<file path="src/rtl/pin_teclado_pkg.sv">
// ----------------------------------------------------------------------------
// pin_teclado_pkg
// Shared definitions for the PIN keypad entry block and the gate controller:
// key codes, FSM state encoding and the "no entry" PIN value.
// ----------------------------------------------------------------------------
package pin_teclado_pkg;

   localparam logic [3:0] TECLA_BORRAR = 4'hA;
   localparam logic [3:0] TECLA_ENVIAR = 4'hB;
   localparam logic [7:0] PIN_ESPERA   = 8'h00;

   typedef enum logic [1:0] {
      ESPERA   = 2'd0,
      DIGITO1  = 2'd1,
      COMPLETO = 2'd2,
      ENVIO    = 2'd3
   } estado_t;

   function automatic logic es_digito(input logic [3:0] t);
      return (t <= 4'h9);
   endfunction

   // Codes 0xC-0xF carry no meaning and are dropped everywhere.
   function automatic logic es_tecla_util(input logic [3:0] t);
      return (t <= TECLA_ENVIAR);
   endfunction

endpackage

</file>
<file path="src/rtl/pin_teclado_temporizador.sv">
// ----------------------------------------------------------------------------
// temporizador_tecla
// Idle counter for a partially entered PIN. Counts up from 0 while enabled,
// saturates at all-ones, and flags when it sits at TIMEOUT-1.
//   Clk       : clock
//   Reset     : synchronous active-high reset
//   limpiar   : force count back to 0 (has priority over habilitar)
//   habilitar : count one per cycle
//   expiro    : count equals TIMEOUT-1
// ----------------------------------------------------------------------------
module temporizador_tecla #(
   parameter logic [7:0] TIMEOUT = 8'd200
) (
   input  logic Clk,
   input  logic Reset,
   input  logic limpiar,
   input  logic habilitar,
   output logic expiro
);

   localparam logic [7:0] LIMITE = TIMEOUT - 8'd1;

   logic [7:0] cuenta_q, cuenta_d;

   always_comb begin
      cuenta_d = cuenta_q;
      if (limpiar) begin
         cuenta_d = 8'd0;
      end else if (habilitar && (cuenta_q != 8'hFF)) begin
         cuenta_d = cuenta_q + 8'd1;
      end
   end

   always_ff @(posedge Clk) begin
      if (Reset) begin
         cuenta_q <= 8'd0;
      end else begin
         cuenta_q <= cuenta_d;
      end
   end

   assign expiro = (cuenta_q == LIMITE);

endmodule

</file>
<file path="src/rtl/pin_teclado.sv">
// ----------------------------------------------------------------------------
// pin_teclado
// Two-digit PIN entry from a keypad. Digits are buffered as BCD, ENVIAR
// presents the PIN on Pin for one cycle, invalid submissions pulse Error and
// an abandoned partial entry is discarded after TIMEOUT idle cycles.
//   Clk          : clock
//   Reset        : synchronous active-high reset
//   Tecla_valida : one-cycle strobe qualifying Tecla
//   Tecla        : key code (0-9 digit, A BORRAR, B ENVIAR, C-F unused)
//   Pin          : {first, second} digit for one cycle after ENVIAR, else 0
//   Digitos      : number of digits buffered
//   Error        : pulse on rejected ENVIAR
//   Expirado     : pulse when a partial entry times out
//
// state    | meaning
// ESPERA   | no digits buffered
// DIGITO1  | first digit in high nibble
// COMPLETO | both digits buffered, further digits ignored
// ENVIO    | Pin presented this cycle, keys dropped
// ----------------------------------------------------------------------------
module pin_teclado
   import pin_teclado_pkg::*;
#(
   parameter logic [7:0] TIMEOUT = 8'd200
) (
   input  logic       Clk,
   input  logic       Reset,
   input  logic       Tecla_valida,
   input  logic [3:0] Tecla,
   output logic [7:0] Pin,
   output logic [1:0] Digitos,
   output logic       Error,
   output logic       Expirado
);

   estado_t    estado_q, estado_d;
   logic [7:0] buf_q, buf_d;
   logic [7:0] pin_q;
   logic       error_q, error_d;
   logic       expir_q, expir_d;

   logic acepta;
   logic activo;
   logic expiro;

   assign acepta = Tecla_valida && es_tecla_util(Tecla);
   assign activo = (estado_q == DIGITO1) || (estado_q == COMPLETO);

   // expir_d only rises while active and no key was taken, so clearing on it
   // keeps the count at 0 from the first ESPERA cycle on.
   temporizador_tecla #(
      .TIMEOUT   (TIMEOUT)
   ) u_temporizador (
      .Clk       (Clk),
      .Reset     (Reset),
      .limpiar   (acepta || !activo || expir_d),
      .habilitar (activo),
      .expiro    (expiro)
   );

   always_comb begin
      estado_d = estado_q;
      buf_d    = buf_q;
      error_d  = 1'b0;
      expir_d  = 1'b0;
      unique case (estado_q)
         ESPERA: begin
            if (acepta) begin
               if (es_digito(Tecla)) begin
                  buf_d    = {Tecla, 4'h0};
                  estado_d = DIGITO1;
               end else if (Tecla == TECLA_ENVIAR) begin
                  error_d = 1'b1;
                  buf_d   = PIN_ESPERA;
               end
            end
         end
         DIGITO1: begin
            if (acepta) begin
               if (es_digito(Tecla)) begin
                  buf_d[3:0] = Tecla;
                  estado_d   = COMPLETO;
               end else begin
                  error_d  = (Tecla == TECLA_ENVIAR);
                  buf_d    = PIN_ESPERA;
                  estado_d = ESPERA;
               end
            end else if (expiro) begin
               expir_d  = 1'b1;
               buf_d    = PIN_ESPERA;
               estado_d = ESPERA;
            end
         end
         COMPLETO: begin
            if (acepta) begin
               if (Tecla == TECLA_BORRAR) begin
                  buf_d    = PIN_ESPERA;
                  estado_d = ESPERA;
               end else if (Tecla == TECLA_ENVIAR) begin
                  if (buf_q != PIN_ESPERA) begin
                     estado_d = ENVIO;
                  end else begin
                     error_d  = 1'b1;
                     buf_d    = PIN_ESPERA;
                     estado_d = ESPERA;
                  end
               end
            end else if (expiro) begin
               expir_d  = 1'b1;
               buf_d    = PIN_ESPERA;
               estado_d = ESPERA;
            end
         end
         ENVIO: begin
            buf_d    = PIN_ESPERA;
            estado_d = ESPERA;
         end
         default: begin
            buf_d    = PIN_ESPERA;
            estado_d = ESPERA;
         end
      endcase
   end

   always_ff @(posedge Clk) begin
      if (Reset) begin
         estado_q <= ESPERA;
         buf_q    <= PIN_ESPERA;
         pin_q    <= PIN_ESPERA;
         error_q  <= 1'b0;
         expir_q  <= 1'b0;
      end else begin
         estado_q <= estado_d;
         buf_q    <= buf_d;
         pin_q    <= (estado_d == ENVIO) ? buf_d : PIN_ESPERA;
         error_q  <= error_d;
         expir_q  <= expir_d;
      end
   end

   assign Pin      = pin_q;
   assign Error    = error_q;
   assign Expirado = expir_q;
   assign Digitos  = (estado_q == DIGITO1)  ? 2'd1 :
                     (estado_q == COMPLETO) ? 2'd2 : 2'd0;

endmodule

</file>
<file path="config.mk">
export PLATFORM = sky130hd
export DESIGN_NAME = pin_teclado
export DESIGN_NICKNAME = d
export VERILOG_FILES = /design/src/rtl/pin_teclado_pkg.sv /design/src/rtl/pin_teclado_temporizador.sv /design/src/rtl/pin_teclado.sv
export SDC_FILE = /design/constraint.sdc
export NUM_CORES = 1
export LEC_CHECK = 0
export CORE_MARGIN = 4
export CORE_UTILIZATION = 55
export DETAILED_ROUTE_END_ITERATION = 8
export DONT_BUFFER_PORTS = 1
export PLACE_DENSITY = 0.73
export SETUP_SLACK_MARGIN = 0.1
export SLEW_MARGIN = 20
export SYNTH_ARGS = -nofsm -noshare
export SYNTH_HDL_FRONTEND = slang
export SYNTH_SLANG_ARGS = --single-unit
export TNS_END_PERCENT = 20
</file>
<file path="constraint.sdc">
create_clock -name Clk -period 1.6 [get_ports Clk]
set_input_delay 0.08 -clock Clk [delete_from_list [all_inputs] [get_ports Clk]]
set_output_delay 0.08 -clock Clk [all_outputs]
set_load 0.1 [all_outputs]
</file>
==> metrics.txt <==
final period utilization 118%; DR vias/cell 6.14; Fin. Hold Viols 0; WHS Path Cells 4; Final Max Slew Viols 0; minimum clock period 1.88 ns; hold_ws 0.0124 ns; Worst-Margin Slew 0.502 ns; RD Place Congestion 0.835; drt drc 0; initial drt markers between 40 and 50; Routed Antenna Nets 0; vias in the first global route 1437; CP Class register to register; pwr/cell area 710 mW/mm^2; post-detailed-route wirelength per cell ~17 um; number of port buffers 0; Net Count, Synth 170; Net count, final 211; Post-synth EDFFs 0; crit start category register; Max IR drop VDD ~0.64 mV; Max Fclk 531 MHz; WL final 3.99 mm; R2R Path Start buf_q[5]; DRT Pass-1 Iters 4; Crit path required time between 1.5 and 2 ns; Max-slew headroom 66.4%; Setup WS post-layout -0.283 ns; # setup viols final 20; worst path arrival time 2.11 ns; Core Footprint 0.00245 mm^2; grt total ovfl 0; Clock Skew 0.00928 ns; first-pass GRT wire length roughly 6.4 mm; Ys Warns 0; post-synthesis instance total roughly 160; CTS max path bufs 2; post-synthesis cell area 0.00140 mm^2; clock root cell clkbuf_4; Post-DP HPWL 2.60 mm; initial antenna violation count 0; commonest cells after routing, fill and taps aside buf_4 (35), dfxtp_1 (24), nor2_1 (15); Die Y 58.5 um; post-synthesis average cell area 8.88 um^2; number of buffers created by CTS 3; worst r2r dst Pin[2]; synthesis-to-finish area growth 41.3%; pin count of the biggest net entering global routing 17; unrepaired setup endpoints after global routing true; leakage 0.749 nW; row cnt 18; crit-path max cell delay 0.54 ns; Clock Latency Late Sink 0.34 ns; Clk pin slew, worst setup/hold paths 0.16 ns; CTS sink cnt 28; asr flop ratio synth 0%; Worst Hold Class input pin to register; die area between 0.003 and 0.004 mm^2; Worst Setup End Kind register; outcome complete, but fails checks; via count 1400; Overall Power 0.00141 W; gr usage total 24.4%; initial core utilization 57.1%; CP max-delay cell or4_4; hold path startpoint Reset; post-synthesis sequential area ratio 40.0%; worst hold path endpoint estado_q[0]; Distinct cells, synth between 40 and 50; r2r setup slk -0.28 ns; failing checks setup timing; Max-Cap Viols 0; H-tree depth 1; most common cell after layout, fill and taps aside buf_4; CP cell instances or4_4, nor4_4, o22ai_2, a32oi_2, a211oi_1; CP Max Fanout 4; FF-to-FF path depth 5; Synth Flop Type dfxtp_1; CTS tree yes; I/O pin cnt 19; Die W between 50 and 60 um; Seq cells post-synth 28; layout cells sized above 1 a little under two fifths; ANT cells 0
routing by layer:
layer  up-vias  share of wire [%]  global-route usage (%)
met4         0                2.6                    12.9
met3        13                5.6                    5.04
met5         -                  0                       0
li1        661                  -                       -
met2        54                 53                    45.3
met1       672                 39                    25.5
state kept, by name, indices dropped and copies added, names as in the netlist:
signal,count
estado_q,2
u_temporizador.cuenta_q,8
Expirado,1
Pin,8
buf_q,8
Error,1
critical path, delay by kind of cell, from the launching register on:
kind / cells / cell delay, ns
flip-flops: 1 / 0.37
AND/OR/NAND/NOR: 2 / 0.83
AO/OA/AOI/OAI: 3 / 0.56
cell families (layout without fill, tap and decap cells):
group	Yosys count	after routing	synth area share, %
xor+xnor	7	7	4.37
mux	1	1	0.714
simple gates	56	56	22.5
compound gates	45	46	23.5
buf+inv	16	55	4.55
flops	28	28	40.0
fa+ha+maj	5	5	4.46
cells in the mapped netlist (2+ instances only):
master | number | share of area (%)
buf_2 | 2 | 0.71
inv_1 | 10 | 2.7
o31ai_1 | 3 | 1.6
a211oi_1 | 7 | 3.7
nand4_1 | 5 | 2.2
a21oi_1 | 9 | 3.2
nor2b_1 | 5 | 2.2
nor3_1 | 4 | 1.4
nand2_1 | 9 | 2.4
o21ai_0 | 11 | 3.9
ha_1 | 5 | 4.5
nor2_1 | 16 | 4.3
xnor2_1 | 4 | 2.5
a31oi_1 | 2 | 0.89
and3_1 | 2 | 0.89
nand3_1 | 3 | 1.1
xor2_1 | 3 | 1.9
clkbuf_1 | 3 | 0.80
dfxtp_1 | 28 | 40
what timing repair did:
action,in CTS,in global routing
cloned,1,0
setup endpoints to repair,27,27
gates resized for setup,10,15
hold buffers,5,0
setup buffers,1,1
pin swaps,11,14
hold endpoints to repair,19,0
final cells by class:
cell class,instances,area [um^2]
clock inverter,1,30.0
clock buffer,3,22.5
multi-input combinational,115,965
tap,30,37.5
fill,152,473
timing repair buffer,41,324
inverter,10,37.5
sequential,28,566
worst max path at each step:
stage,from,to,cells past startpoint
2_1_floorplan,buf_q[4],Pin[6],5
3_3_place_gp,buf_q[4],Pin[6],5
3_5_place_dp,buf_q[4],Pin[1],5
4_1_cts,buf_q[4],Pin[1],5
5_1_grt,buf_q[0],Pin[2],5
6_report,buf_q[5],Pin[2],5
power by group:
part,switching (W),internal [W]
Combinational,0.000137,0.0000887
Clock,0.000217,0.000254
Sequential,0.00000485,0.000705
Total,0.000359,0.00105
stage by stage:
step / area [um^2] / utilization (%) / setup slack [ns] / instances / setup TNS, ns
after detailed placement: 1750 / 71.2 / -0.211 / 216 / -2.58
after floorplan: 1480 / - / -0.0795 / 158 / -0.816
after CTS: 1890 / 77.1 / -0.213 / 227 / -2.52
final: 1980 / 80.7 / -0.283 / 228 / -3.59
after global placement: 1750 / 71.2 / -0.176 / 216 / -1.59
after global routing: 1980 / 80.7 / -0.325 / 228 / -5.15
No activity file was read; power rests on OpenSTA's default activity.
